[src/rtl/fetch_ctrl.sv]
// Fetch sequencer for the 3BC processor: owns the PC, registers fetched words,
// redirects taken branches through a 32-entry target LUT and stops on the halt word.
module fetch_ctrl #(
    parameter int A     = 10,
    parameter int W     = 9,
    parameter int LUT_N = 5,
    parameter int CW    = 16
) (
    input  logic             Clk,
    input  logic             Reset,
    input  logic             Start,
    input  logic             Stall,
    input  logic [W-1:0]     InstOut,
    output logic [A-1:0]     InstAddress,
    output logic [W-1:0]     Inst,
    output logic             InstValid,
    input  logic             BranchTaken,
    input  logic [LUT_N-1:0] BranchIdx,
    input  logic             LutWe,
    input  logic [LUT_N-1:0] LutWaddr,
    input  logic [A-1:0]     LutWdata,
    output logic             Busy,
    output logic             Done,
    output logic [CW-1:0]    CycleCount,
    output logic [1:0]       StateDbg
);

    // Handshake: Stall is a level hold from the datapath; BranchTaken/BranchIdx
    // are sampled only on a RUN edge with Stall low, and the datapath keeps them
    // asserted until then. Start is sampled only in IDLE or HALTED.

    typedef enum logic [1:0] {
        S_IDLE   = 2'd0,
        S_RUN    = 2'd1,
        S_HALTED = 2'd2
    } state_t;

    localparam logic [W-1:0]  HALT_WORD = {W{1'b1}};
    localparam logic [CW-1:0] CNT_MAX   = {CW{1'b1}};
    localparam int            LUT_SIZE  = 2 ** LUT_N;

    state_t          state_q, state_d;
    logic [A-1:0]    pc_q, pc_d;
    logic [W-1:0]    inst_q, inst_d;
    logic            valid_q, valid_d;
    logic [CW-1:0]   cnt_q, cnt_d;
    logic [A-1:0]    lut_q [LUT_SIZE];

    always_comb begin
        state_d = state_q;
        pc_d    = pc_q;
        inst_d  = inst_q;
        valid_d = valid_q;
        cnt_d   = cnt_q;
        case (state_q)
            S_IDLE: begin
                pc_d    = '0;
                valid_d = 1'b0;
                if (Start) begin
                    state_d = S_RUN;
                    cnt_d   = '0;
                end
            end
            S_RUN: begin
                if (cnt_q != CNT_MAX) begin
                    cnt_d = cnt_q + CW'(1);
                end
                if (!Stall) begin
                    // A taken branch flushes whatever was fetched this cycle, halt word included.
                    if (BranchTaken) begin
                        pc_d    = lut_q[BranchIdx];
                        valid_d = 1'b0;
                    end else begin
                        inst_d  = InstOut;
                        valid_d = 1'b1;
                        if (InstOut == HALT_WORD) begin
                            state_d = S_HALTED;
                        end else begin
                            pc_d = pc_q + A'(1);
                        end
                    end
                end
            end
            S_HALTED: begin
                valid_d = 1'b0;
                if (Start) begin
                    state_d = S_RUN;
                    pc_d    = '0;
                    cnt_d   = '0;
                end
            end
            default: begin
                state_d = S_IDLE;
            end
        endcase
    end

    always_ff @(posedge Clk or negedge Reset) begin
        if (!Reset) begin
            state_q <= S_IDLE;
            pc_q    <= '0;
            inst_q  <= '0;
            valid_q <= 1'b0;
            cnt_q   <= '0;
        end else begin
            state_q <= state_d;
            pc_q    <= pc_d;
            inst_q  <= inst_d;
            valid_q <= valid_d;
            cnt_q   <= cnt_d;
        end
    end

    // Non-blocking write means a same-edge branch read sees the old entry.
    always_ff @(posedge Clk or negedge Reset) begin
        if (!Reset) begin
            for (int i = 0; i < LUT_SIZE; i++) begin
                lut_q[i] <= '0;
            end
        end else if (LutWe) begin
            lut_q[LutWaddr] <= LutWdata;
        end
    end

    assign InstAddress = pc_q;
    assign Inst        = inst_q;
    assign InstValid   = valid_q;
    assign CycleCount  = cnt_q;
    assign Busy        = (state_q == S_RUN);
    assign Done        = (state_q == S_HALTED);
    assign StateDbg    = state_q;

endmodule
[config.mk]
export PLATFORM = sky130hd
export DESIGN_NAME = fetch_ctrl
export DESIGN_NICKNAME = d
export VERILOG_FILES = /design/src/rtl/fetch_ctrl.sv
export SDC_FILE = /design/constraint.sdc
export NUM_CORES = 1
export LEC_CHECK = 0
export BUFFER_PORTS_ARGS = -buffer_cell sky130_fd_sc_hd__buf_2
export CORE_MARGIN = 4
export CORE_UTILIZATION = 55
export CTS_CLUSTER_DIAMETER = 30
export CTS_CLUSTER_SIZE = 16
export DETAILED_ROUTE_END_ITERATION = 10
export GPL_ROUTABILITY_DRIVEN = 1
export PLACE_DENSITY = 0.73
export SLEW_MARGIN = 20
export SYNTH_ARGS = -nofsm -noshare
export SYNTH_HDL_FRONTEND = slang
export SYNTH_SLANG_ARGS = --single-unit
[constraint.sdc]
create_clock -name Clk -period 5.25 [get_ports Clk]
set_input_delay 1.05 -clock Clk [delete_from_list [all_inputs] [get_ports Clk]]
set_output_delay 1.05 -clock Clk [all_outputs]
set_load 0.01 [all_outputs]
==> results.yml <==
flow_run:
  cap_violations: 0
die:
  die_area_um2: 33000
  die_w_um: 182
  die_y_um: 182
  boundaryPins: 75
  initial_core_util: 0.559
  rows: 63
  placeableCoreArea_um2: 29700
routing:
  vias: 10236
  drtPass1Iterations: 5
  remaining_drc_errors: 0
  first_iter_violations: 802
  wl_um: 39700
  ant_nets: 0
  post_drt_wl_per_cell_um: 24.1
  vias_per_cell: 6.20
timing:
  fin_worst_skew_ns: 0.0278
  tightest_slew_ns: 1.03
  timing.fmax_mhz: 342
  max-slew-margin-rel: 0.311
  fin_tns_setup_ns: 0
  setup_viol: 0
  fin_crit_sh: 0.556
  slew_viol_final: 0
  hold_violations: 0
  rsz0062_at_grt: "no"
  final.min_clock_period_ns: 2.92
pwr:
  p_leak_nw: 8.94
  power_density_nw_per_um2: 485
  peakVddDrop_mv: 0.297
clock_network:
  cts_resized: 0
  numCtsBuffers: 73
  clock_path_buffers: 3
  cts_hold_buffers: 0
  insertion_delay_ns: 0.56
  root_buffer: "clkbuf_16"
  htree_levels: 3
  postCtsSetupBuffers: 0
  cts_sinks: 358
  cts_tree: "done"
  clk_pin_slew_worst_paths_ns: 0.05
grt:
  grtUsageMet3: 0.0509
  grt_pass1_wl_um: 63100
  grt_pass1_vias: 10985
  use_met2: 0.389
  grt_remaining_overflow: 0
  track_usage: 0.245
  busiest_layer: "met2"
  grtUsageMet1: 0.341
  grt_max_degree: 96
  antenna_found_initial: 1
logic_synthesis:
  synth_top_family_by_area: "multiplexers"
  seq_area_frac_synth: 0.539
  ys.flop_type: "dfrtp_1"
  syn_area_um2: 16600
  ys_seq_elements: 358
  synth_mux_area_frac: 0.353
  synth_xor_area_frac: 0.00527
  ys_types: 58
  synth-compound-area-share: 0.0312
  synth_area_per_cell_um2: 15.0
  synth_simple_gate_area_share: 0.0465
  synthAdderAreaFrac: 0.00151
  async_flop_share: 1.00
  synth_fp_nets: 1147
  yosysWarnings: 0
  syn_inst: 1110
  synth_edf_count: 0
finish:
  num-fill-cells: 2014
  multi_input_area_um2: 7270
  nets: 1237
  layout-drive-gt1-share: 0.501
  regArea_um2: 8960
  finalInstanceArea_um2: 19900
  area_growth_pct: 19.8
outcome:
  status: "completed"
worst_setup_path:
  start_kind: "input pin"
  cp-end-kind: "register"
  arrival_ns: 3.32
  worstPathRequired_ns: 5.65
  path_class: "input pin to register"
  path_max_fanout: 48
placed_design:
  hpwl_um: 24100
  placed_area_um2: 17300
  portBuffers: 74
  gp_congestion: 0.882
min_path:
  hp-class: "register to register"
## through the flow
step	hold slack [ns]	std cells	power (mW)	util	worst slack, ns
after floorplan	0.453	1110	4.45	-	2.63
after global placement	0.467	1515	4.82	0.582	1.80
after detailed placement	0.479	1515	4.88	0.582	1.77
after CTS	0.489	1649	9.71	0.670	2.31
after global routing	0.510	1650	10.0	0.670	2.16
final	0.495	1650	9.65	0.670	2.33
## cell type report
| type | instances | share of cell area |
|---|---|---|
| Antenna cell | 1 | 0.000126 |
| Sequential cell | 358 | 0.450 |
| Clock buffer | 93 | 0.103 |
| Inverter | 11 | 0.00207 |
| Tap cell | 390 | 0.0245 |
| Clock inverter | 41 | 0.0277 |
| Multi-Input combinational cell | 671 | 0.365 |
| Timing Repair Buffer | 85 | 0.0267 |
## worst max-delay path, stage by stage
cell and delay (ns):
buf_4 0.71, mux4_1 0.66, mux4_2 0.53, o21ai_0 0.18, o311ai_0 0.14
## Yosys cell counts, types with 4 or more instances
master      n  area (um^2)
nand2b_1    6         37.5
dfrtp_1   358         8960
buf_1       4         15.0
nor2_2     14         87.6
nor3_1      5         25.0
mux2i_1    26          260
buf_6       4         45.0
buf_4       6         45.0
nand4_1     5         31.3
nor2_1     26         97.6
nand2_1    32          120
and3_1      4         25.0
buf_2       6         30.0
nor3b_1     4         30.0
mux2_2    330         3720
o211ai_1    8         60.1
mux4_2     69         1550
or3_1       8         50.1
xnor2_1    10         87.6
a31oi_1     5         31.3
nand3b_1    6         45.0
o21ai_0    17         85.1
nand3_1    21          105
a21oi_1     7         35.0
clkbuf_1   49          184
a211oi_1    7         52.6
a221oi_1    5         43.8
inv_1      11         41.3
mux4_1     12          315
## cell usage in the layout (no fill, tap or decap), types with 7 or more instances in the layout
cell        count
or3_1           8
clkbuf_16      75
clkinv_2       10
mux4_1         12
clkbuf_1        7
nor2_2         15
o21ai_0        17
a21oi_1         7
mux2_2        330
bufinv_16      10
nor2_1         25
nand3_1        21
clkbuf_8       11
mux2i_1        26
a211oi_1        7
o211ai_1        8
buf_4           8
nand2_1        32
clkinvlp_4      7
buf_2          71
inv_1          11
xnor2_1        10
dfrtp_1       358
mux4_2         69
## cells by family after synthesis
| kind of cell | Yosys count |
|---|---|
| muxes | 439 |
| and+or+nand+nor | 146 |
| adders and majority gates | 2 |
| DFF | 358 |
| AOI/OAI and AO/OA | 74 |
| xor gates and xnor gates | 10 |
| buffers and inverters | 81 |
## final timing paths
path | from | end | slack [ns] | depth (start not counted)
worst max-delay path | BranchIdx[0] | InstAddress[3] | 2.33 | 5
worst min-delay path | lut_q[151] | lut_q[151] | 0.50 | 1
worst max register to register | StateDbg[0] | CycleCount[11] | 2.81 | 5
worst min register to register | lut_q[151] | lut_q[151] | 0.50 | 1
max in group asynchronous | Reset | lut_q[170] | 3.77 | 2
min in group asynchronous | Reset | lut_q[310] | 0.51 | 1
## flip-flops by register name, indices dropped and copies added (netlist names)
signal,count
CycleCount,16
StateDbg,2
InstValid,1
InstAddress,10
Inst,9
lut_q,320
## routing by layer
layer / up-vias / part of all wire
li1: 4394 / -
met1: 5429 / 0.43
met2: 331 / 0.48
met4: 0 / 0.027
met5: - / 0
met3: 82 / 0.064
## where the power goes
part / internal [mW] / total (mW) / switching, mW
Clock: 3.27 / 4.79 / 1.52
Combinational: 0.721 / 1.24 / 0.521
Sequential: 3.30 / 3.62 / 0.313
(Power assumes the default switching activity.)
